[src/rtl/serial_adder_seq.sv]
`default_nettype none
// ============================================================================
// Module      : serial_adder_seq
// Description : Bit-serial WIDTH-bit unsigned adder, LSB first, one bit/clock.
// Revision    : 1.0 - initial release
// ============================================================================
module serial_adder_seq #(
    parameter int WIDTH = 8
) (
    input  logic             clk,
    input  logic             rst_n,
    input  logic             start,
    input  logic [WIDTH-1:0] a,
    input  logic [WIDTH-1:0] b,
    output logic             busy,
    output logic             done,
    output logic [WIDTH-1:0] sum,
    output logic             cout
);

    localparam int              CNT_W  = (WIDTH > 1) ? $clog2(WIDTH) : 1;
    localparam logic [CNT_W-1:0] C_LAST = CNT_W'(WIDTH - 1);

    typedef enum logic [1:0] {
        IDLE  = 2'd0,
        SHIFT = 2'd1,
        DONE  = 2'd2
    } state_t;

    state_t           r_state;
    logic [WIDTH-1:0] r_a_sr;
    logic [WIDTH-1:0] r_b_sr;
    logic             r_carry;
    logic [CNT_W-1:0] r_cnt;

    logic             w_bit_sum;
    logic             w_carry_next;
    logic [WIDTH-1:0] w_sum_next;

    // 1-bit full-adder cell on the current LSBs and the registered carry
    assign w_bit_sum    = r_a_sr[0] ^ r_b_sr[0] ^ r_carry;
    assign w_carry_next = (r_a_sr[0] & r_b_sr[0]) | (r_a_sr[0] & r_carry) |
                          (r_b_sr[0] & r_carry);

    generate
        if (WIDTH == 1) begin : g_sum_w1
            assign w_sum_next = w_bit_sum;
        end else begin : g_sum_wn
            assign w_sum_next = {w_bit_sum, sum[WIDTH-1:1]};
        end
    endgenerate

    always_ff @(posedge clk or negedge rst_n) begin
        if (!rst_n) begin
            r_state <= IDLE;
            r_a_sr  <= '0;
            r_b_sr  <= '0;
            r_carry <= 1'b0;
            r_cnt   <= '0;
            busy    <= 1'b0;
            done    <= 1'b0;
            sum     <= '0;
            cout    <= 1'b0;
        end else begin
            case (r_state)
                IDLE, DONE: begin
                    done <= 1'b0;
                    if (start) begin
                        r_a_sr  <= a;
                        r_b_sr  <= b;
                        r_carry <= 1'b0;
                        r_cnt   <= '0;
                        busy    <= 1'b1;
                        r_state <= SHIFT;
                    end else begin
                        busy    <= 1'b0;
                        r_state <= IDLE;
                    end
                end
                SHIFT: begin
                    r_a_sr  <= r_a_sr >> 1;
                    r_b_sr  <= r_b_sr >> 1;
                    r_carry <= w_carry_next;
                    sum     <= w_sum_next;
                    r_cnt   <= r_cnt + 1'b1;
                    // Final bit: carry-out is the carry leaving the MSB position
                    if (r_cnt == C_LAST) begin
                        cout    <= w_carry_next;
                        busy    <= 1'b0;
                        done    <= 1'b1;
                        r_state <= DONE;
                    end
                end
                default: begin
                    busy    <= 1'b0;
                    done    <= 1'b0;
                    r_state <= IDLE;
                end
            endcase
        end
    end

endmodule
`default_nettype wire

[config.mk]
export PLATFORM = sky130hd
export DESIGN_NAME = serial_adder_seq
export DESIGN_NICKNAME = d
export VERILOG_FILES = /design/src/rtl/serial_adder_seq.sv
export SDC_FILE = /design/constraint.sdc
export NUM_CORES = 1
export LEC_CHECK = 0
export CAP_MARGIN = 20
export CORE_MARGIN = 2
export CORE_UTILIZATION = 40
export CTS_BUF_LIST = sky130_fd_sc_hd__clkbuf_4
export DETAILED_ROUTE_END_ITERATION = 6
export PLACE_DENSITY = 0.6
export SLEW_MARGIN = 20
export SYNTH_ARGS = -nofsm -noshare
export SYNTH_HDL_FRONTEND = slang
export SYNTH_SLANG_ARGS = --single-unit
[constraint.sdc]
create_clock -name clk -period 2.5 [get_ports clk]
set_input_delay 0.625 -clock clk [delete_from_list [all_inputs] [get_ports clk]]
set_output_delay 0.625 -clock clk [all_outputs]
set_load 0.005 [all_outputs]
# [Word level (Yosys, flattened, before mapping)]
# Cells that the tools add are included.
[totals] reg_bits=33 inputBits=19 output_inout_bits=11 word_cells=43
[op_classes] n_addsub=1 n_eq_ne=5 n_mux=16 n_bitwise=7 n_reduce_logical=5
[ops] operator="$pmux 8 s2" count=2
[ops] operator="$mux 8" count=2
[ops] operator="$mux 1" count=6
[ops] operator="$pmux 3 s2" count=1
[ops] operator="$ne 2x2->1 const B" count=2
[ops] operator="$pmux 1 s2" count=2
[ops] operator="$pmux 2 s2" count=1
[ops] operator="$reduce_and 2->1" count=2
[ops] operator="$add 3x1->3 const B" count=1
[ops] operator="$and 1x1->1" count=3
[ops] operator="$eq 3x3->1 const B" count=1
[ops] operator="$mux 3" count=1
[ops] operator="$eq 2x1->1 const B" count=1
[ops] operator="$eq 2x2->1 const B" count=1
[ops] operator="$logic_not 2->1" count=1
[ops] operator="$mux 2" count=1
[ops] operator="$or 1x1->1" count=2
[ops] operator="$reduce_bool 2->1" count=1
[ops] operator="$reduce_or 2->1" count=1
[ops] operator="$xor 1x1->1" count=2

# [Longest topological paths before layout]
[depth] ltp_word=4 ltp_mapped=5 ltp_nobuf=4

# [Worst setup path after synthesis]
# Ideal clock, no wire load.
[synth_timing] path_kind="register -> register" start="register r_a_sr[0]" end="register r_carry" setup_time_ps=121 arrival_time_ps=1303 t_required_ps=2379 slack_ps=1076 stages_incl_launch_ff=4 n_path_buf=0 period_less_slack_ps=1424 path_cell_list="dfrtp_1 > fa_1 > mux2_1 > a22o_1"
[synth_via] elab_chain_len=4
[synth_rtl] item="from (decl)" line="31" rtl="logic [WIDTH-1:0] r_a_sr;"
[synth_rtl] item="from (signal assigned)" line="81" rtl="r_a_sr <= r_a_sr >> 1;"
[synth_rtl] item="$and 1x1->1" line="42" rtl="assign w_carry_next = (r_a_sr[0] & r_b_sr[0]) | (r_a_sr[0] & r_carry) |"
[synth_rtl] item="$or 1x1->1 * (2 in series)" line="42"
[synth_rtl] item="net w_carry_next" line="37" rtl="logic w_carry_next;"
[synth_rtl] item="$pmux 1 s2 *" line="65" rtl="case (r_state)"
[synth_rtl] item="to (signal assigned)" line="83" rtl="r_carry <= w_carry_next;"
[synth_rtl] item="to (decl)" line="33" rtl="logic r_carry;"
# The timed path passes the listed nets; every way through them passes the cells marked *.
# A chain may end at the register's enable or synchronous reset.

# [Worst setup path after layout]
[layout_timing] start="register sum[4]" end="output sum[4]"
[layout_lines] item="from (decl)" line="17" rtl="output logic [WIDTH-1:0] sum,"
[layout_lines] item="from (signal assigned)" line="84" rtl="sum <= w_sum_next;"
# No word-level cell between the ends.

==> impl_metrics.csv <==
group,metric,value,unit
route,drcViolationCount,0,
finish,drive_gt1_share,9.20,%
yosys,synthArstFlopShare,100,%
critical_path,path_buf_inv,1,
pwr,p_comb_share,41.3,%
route,firstDrtPassIters,4,
place,port-buffer-count,29,
critical_path,cpLargestDelayFamily,"buffers and inverters",
clock_tree,cts_setup_buffers,0,
clock_tree,root_buffer,"clkbuf_4",
clock_tree,cts_tree,"done",
global_route,grt_max_degree,35,
floorplanning,die_w,65.5,um
floorplanning,io_pins,30,
clock_tree,hold_buffers,0,
critical_path,worstSetupPathDepth,1,
timing,layout_min_cycle_time,1.85,ns
clock_tree,ctsResizeCount,0,
yosys,yosys_most_used_dff,"dfrtp_1",
global_route,grt_pass1_wl,5060,um
clock_tree,clock_sinks,31,
global_route,grt-ovfl-total,0,
clock_tree,cts.clk_slew.worst_paths,0.11,ns
yosys,ys_seq_area_share,51.2,%
clock_tree,numCtsBuffers,5,
critical_path,critPathSlowestCell,"clkdlybuf4s50_1",
floorplanning,die_area,4300,um^2
job,maxCapViolCount,0,
pwr,seqPwrFrac,41.3,%
yosys,synth_cell_type_count,27,
finish,final_common_cell,"dfrtp_1",
yosys,synth_area,1520,um^2
timing,finalClockSkew,0.0163,ns
global_route,grt_pass1_vias,1084,
yosys,yosysWarnings,0,
critical_path,arrival,1.23,ns
critical_path,reg2regPathDepth,4,
timing,setup_viol,0,
pwr,p_sw,764,uW
timing,setup_tns,0,ns
critical_path,cp_cell_sequence,"clkdlybuf4s50_1",
critical_path,end_kind,"output port",
place,dpl.hpwl,2030,um
clock_tree,clockBufferDepth,2,
timing,fmax,539,MHz
pwr,netSwitchingFraction,34.9,%
timing,rsz0062_at_grt,"no",
finish,areaGrowthSynthToFinish,25.7,%
critical_path,cp-start-kind,"flop",
critical_path,cp.required,1.88,ns
finish,stdcell_area,1900,um^2
global_route,antenna_found_initial,0,
finish,num_antenna_cells,0,
status,status,"complete, no violations",
floorplanning,num_rows,22,
yosys,synth-seq-cells,31,
pwr,ir_drop,458,uV
yosys,synth_enable_flop_cells,0,
finish,final_cell_mix,"31 x dfrtp_1, 29 x clkdlybuf4s50_1, 25 x nand2_1",
yosys,synth_nets,164,
finish,fin_nets,195,
critical_path,critical_path.max_fanout,3,
pwr,powerDensity,1150,nW/um^2
yosys,netlist_instances,142,
timing,tightestPinTransition,0.467,ns
timing,maxSlewHeadroom,68.7,%
route,post_drt_wl_per_cell,13.4,um
critical_path,slowest_delay,0.51,ns
route,finalWirelength,2970,um
floorplanning,fp.dieH,65.5,um
timing,period_share,74.2,%
clock_tree,h-tree-depth,2,
route,viasPerCell,5.00,
critical_path,crit_type,"reg2out",
pwr,clockPowerShare,17.4,%
clock_tree,clock_latency,0.33,ns
route,vias,1109,
route,drtIter0Drc,68,
floorplanning,core_area,3660,um^2
floorplanning,initial_core_util,41.4,%
route,ant_nets,0,
timing,drv_slew,0,
place,place_area,1830,um^2
pwr,intPower,1430,uW
finish,nFillCells,351,
min_path,whs_path_depth,2,
global_route,gr-usage-all-layers,15.7,%
yosys,syn_area_per_cell,10.7,um^2
min_path,holdCritPathClass,"reg2reg",
timing,report.final.hold_viol_count,0,
place,place.gp.congestion,0.707,
pwr,p_leak,0.000814,uW
## cells in the mapped netlist, types with 2 or more instances
| cell type | count | area [um^2] |
|---|---|---|
| dfrtp_1 | 31 | 776 |
| nand2_1 | 25 | 93.8 |
| mux2i_1 | 13 | 130 |
| a211oi_1 | 11 | 82.6 |
| a21oi_1 | 11 | 55.1 |
| nor2b_1 | 9 | 56.3 |
| nand3_1 | 4 | 20.0 |
| a22o_1 | 3 | 26.3 |
| and2b_1 | 3 | 22.5 |
| buf_2 | 3 | 15.0 |
| buf_6 | 3 | 33.8 |
| nor2_1 | 3 | 11.3 |
| buf_4 | 2 | 15.0 |
| ha_1 | 2 | 25.0 |
| mux2_2 | 2 | 22.5 |
| nand2b_1 | 2 | 12.5 |
| nor3_1 | 2 | 10.0 |
| o21ai_0 | 2 | 10.0 |
| o21ai_1 | 2 | 10.0 |
| o22ai_1 | 2 | 12.5 |
## cell type report
type,count,area [um^2],share of cell area (%)
Clock buffer,5,37.5,1.97
Sequential cell,31,776,40.7
Timing Repair Buffer,33,320,16.8
Tap cell,48,60.1,3.15
Clock inverter,3,38.8,2.04
Multi-Input combinational cell,102,672,35.3
## layer usage
layer | wire length [um] | GRT usage (%)
met5 | 0 | 0
met4 | 31 | 4.69
met3 | 142 | 5.14
met2 | 1390 | 24.2
met1 | 1410 | 20.9
## worst reg2reg max path: stages (launching register included)
cell and delay, ns:
dfrtp_1 0.37, buf_4 0.32, nor2b_2 0.50, and2_4 0.24, mux2_4 0.30
## worst paths after layout
check / to / slack, ns / from
worst max-delay path: sum[4] / 0.65 / sum[4]$_DFFE_PN0P_
worst min-delay path: sum[0]$_DFFE_PN0P_ / 0.49 / sum[0]$_DFFE_PN0P_
worst max register to register: cout$_DFFE_PN0P_ / 0.68 / busy$_DFFE_PN0P_
worst min register to register: sum[0]$_DFFE_PN0P_ / 0.49 / sum[0]$_DFFE_PN0P_
max in group asynchronous: sum[6]$_DFFE_PN0P_ / 1.51 / rst_n
min in group asynchronous: sum[4]$_DFFE_PN0P_ / 0.68 / rst_n
## kinds of logic (layout without fill, tap and decap cells)
family                     after synthesis  in the layout  share of synthesized area (%)
and+or+nand+nor                         50             50                           16.1
AOI/OAI and AO/OA                       32             32                           13.5
DFF                                     31             31                           51.2
muxes                                   17             17                           11.8
buffers and inverters                    9             41                           4.46
adders and majority gates                3              3                           2.97
## power groups by stage
stage                     Combinational [uW]  Sequential, uW  Clock [uW]
after global routing                    1040             937         421
after global placement                   879             900           0
after CTS                                917             906         387
after detailed placement                 913             916           0
final                                    903             904         382
after floorplan                          617             888           0
## state kept, by name, indices dropped and copies added, names as in the netlist
name     cells
r_carry      1
busy         1
r_cnt        3
done         1
sum          8
r_a_sr       8
r_b_sr       8
cout         1
## metrics by stage
stage	hold slack, ns	power [uW]	util, %	setup WS, ns	instances
after floorplan	0.329	1510	-	1.08	142
final	0.492	2190	52.0	0.645	222
after detailed placement	0.467	1830	49.9	0.477	214
after CTS	0.492	2210	52.0	0.629	222
after global routing	0.509	2400	52.0	0.534	222
after global placement	0.457	1780	49.9	0.557	214
Power figures use the tool's default switching activity.
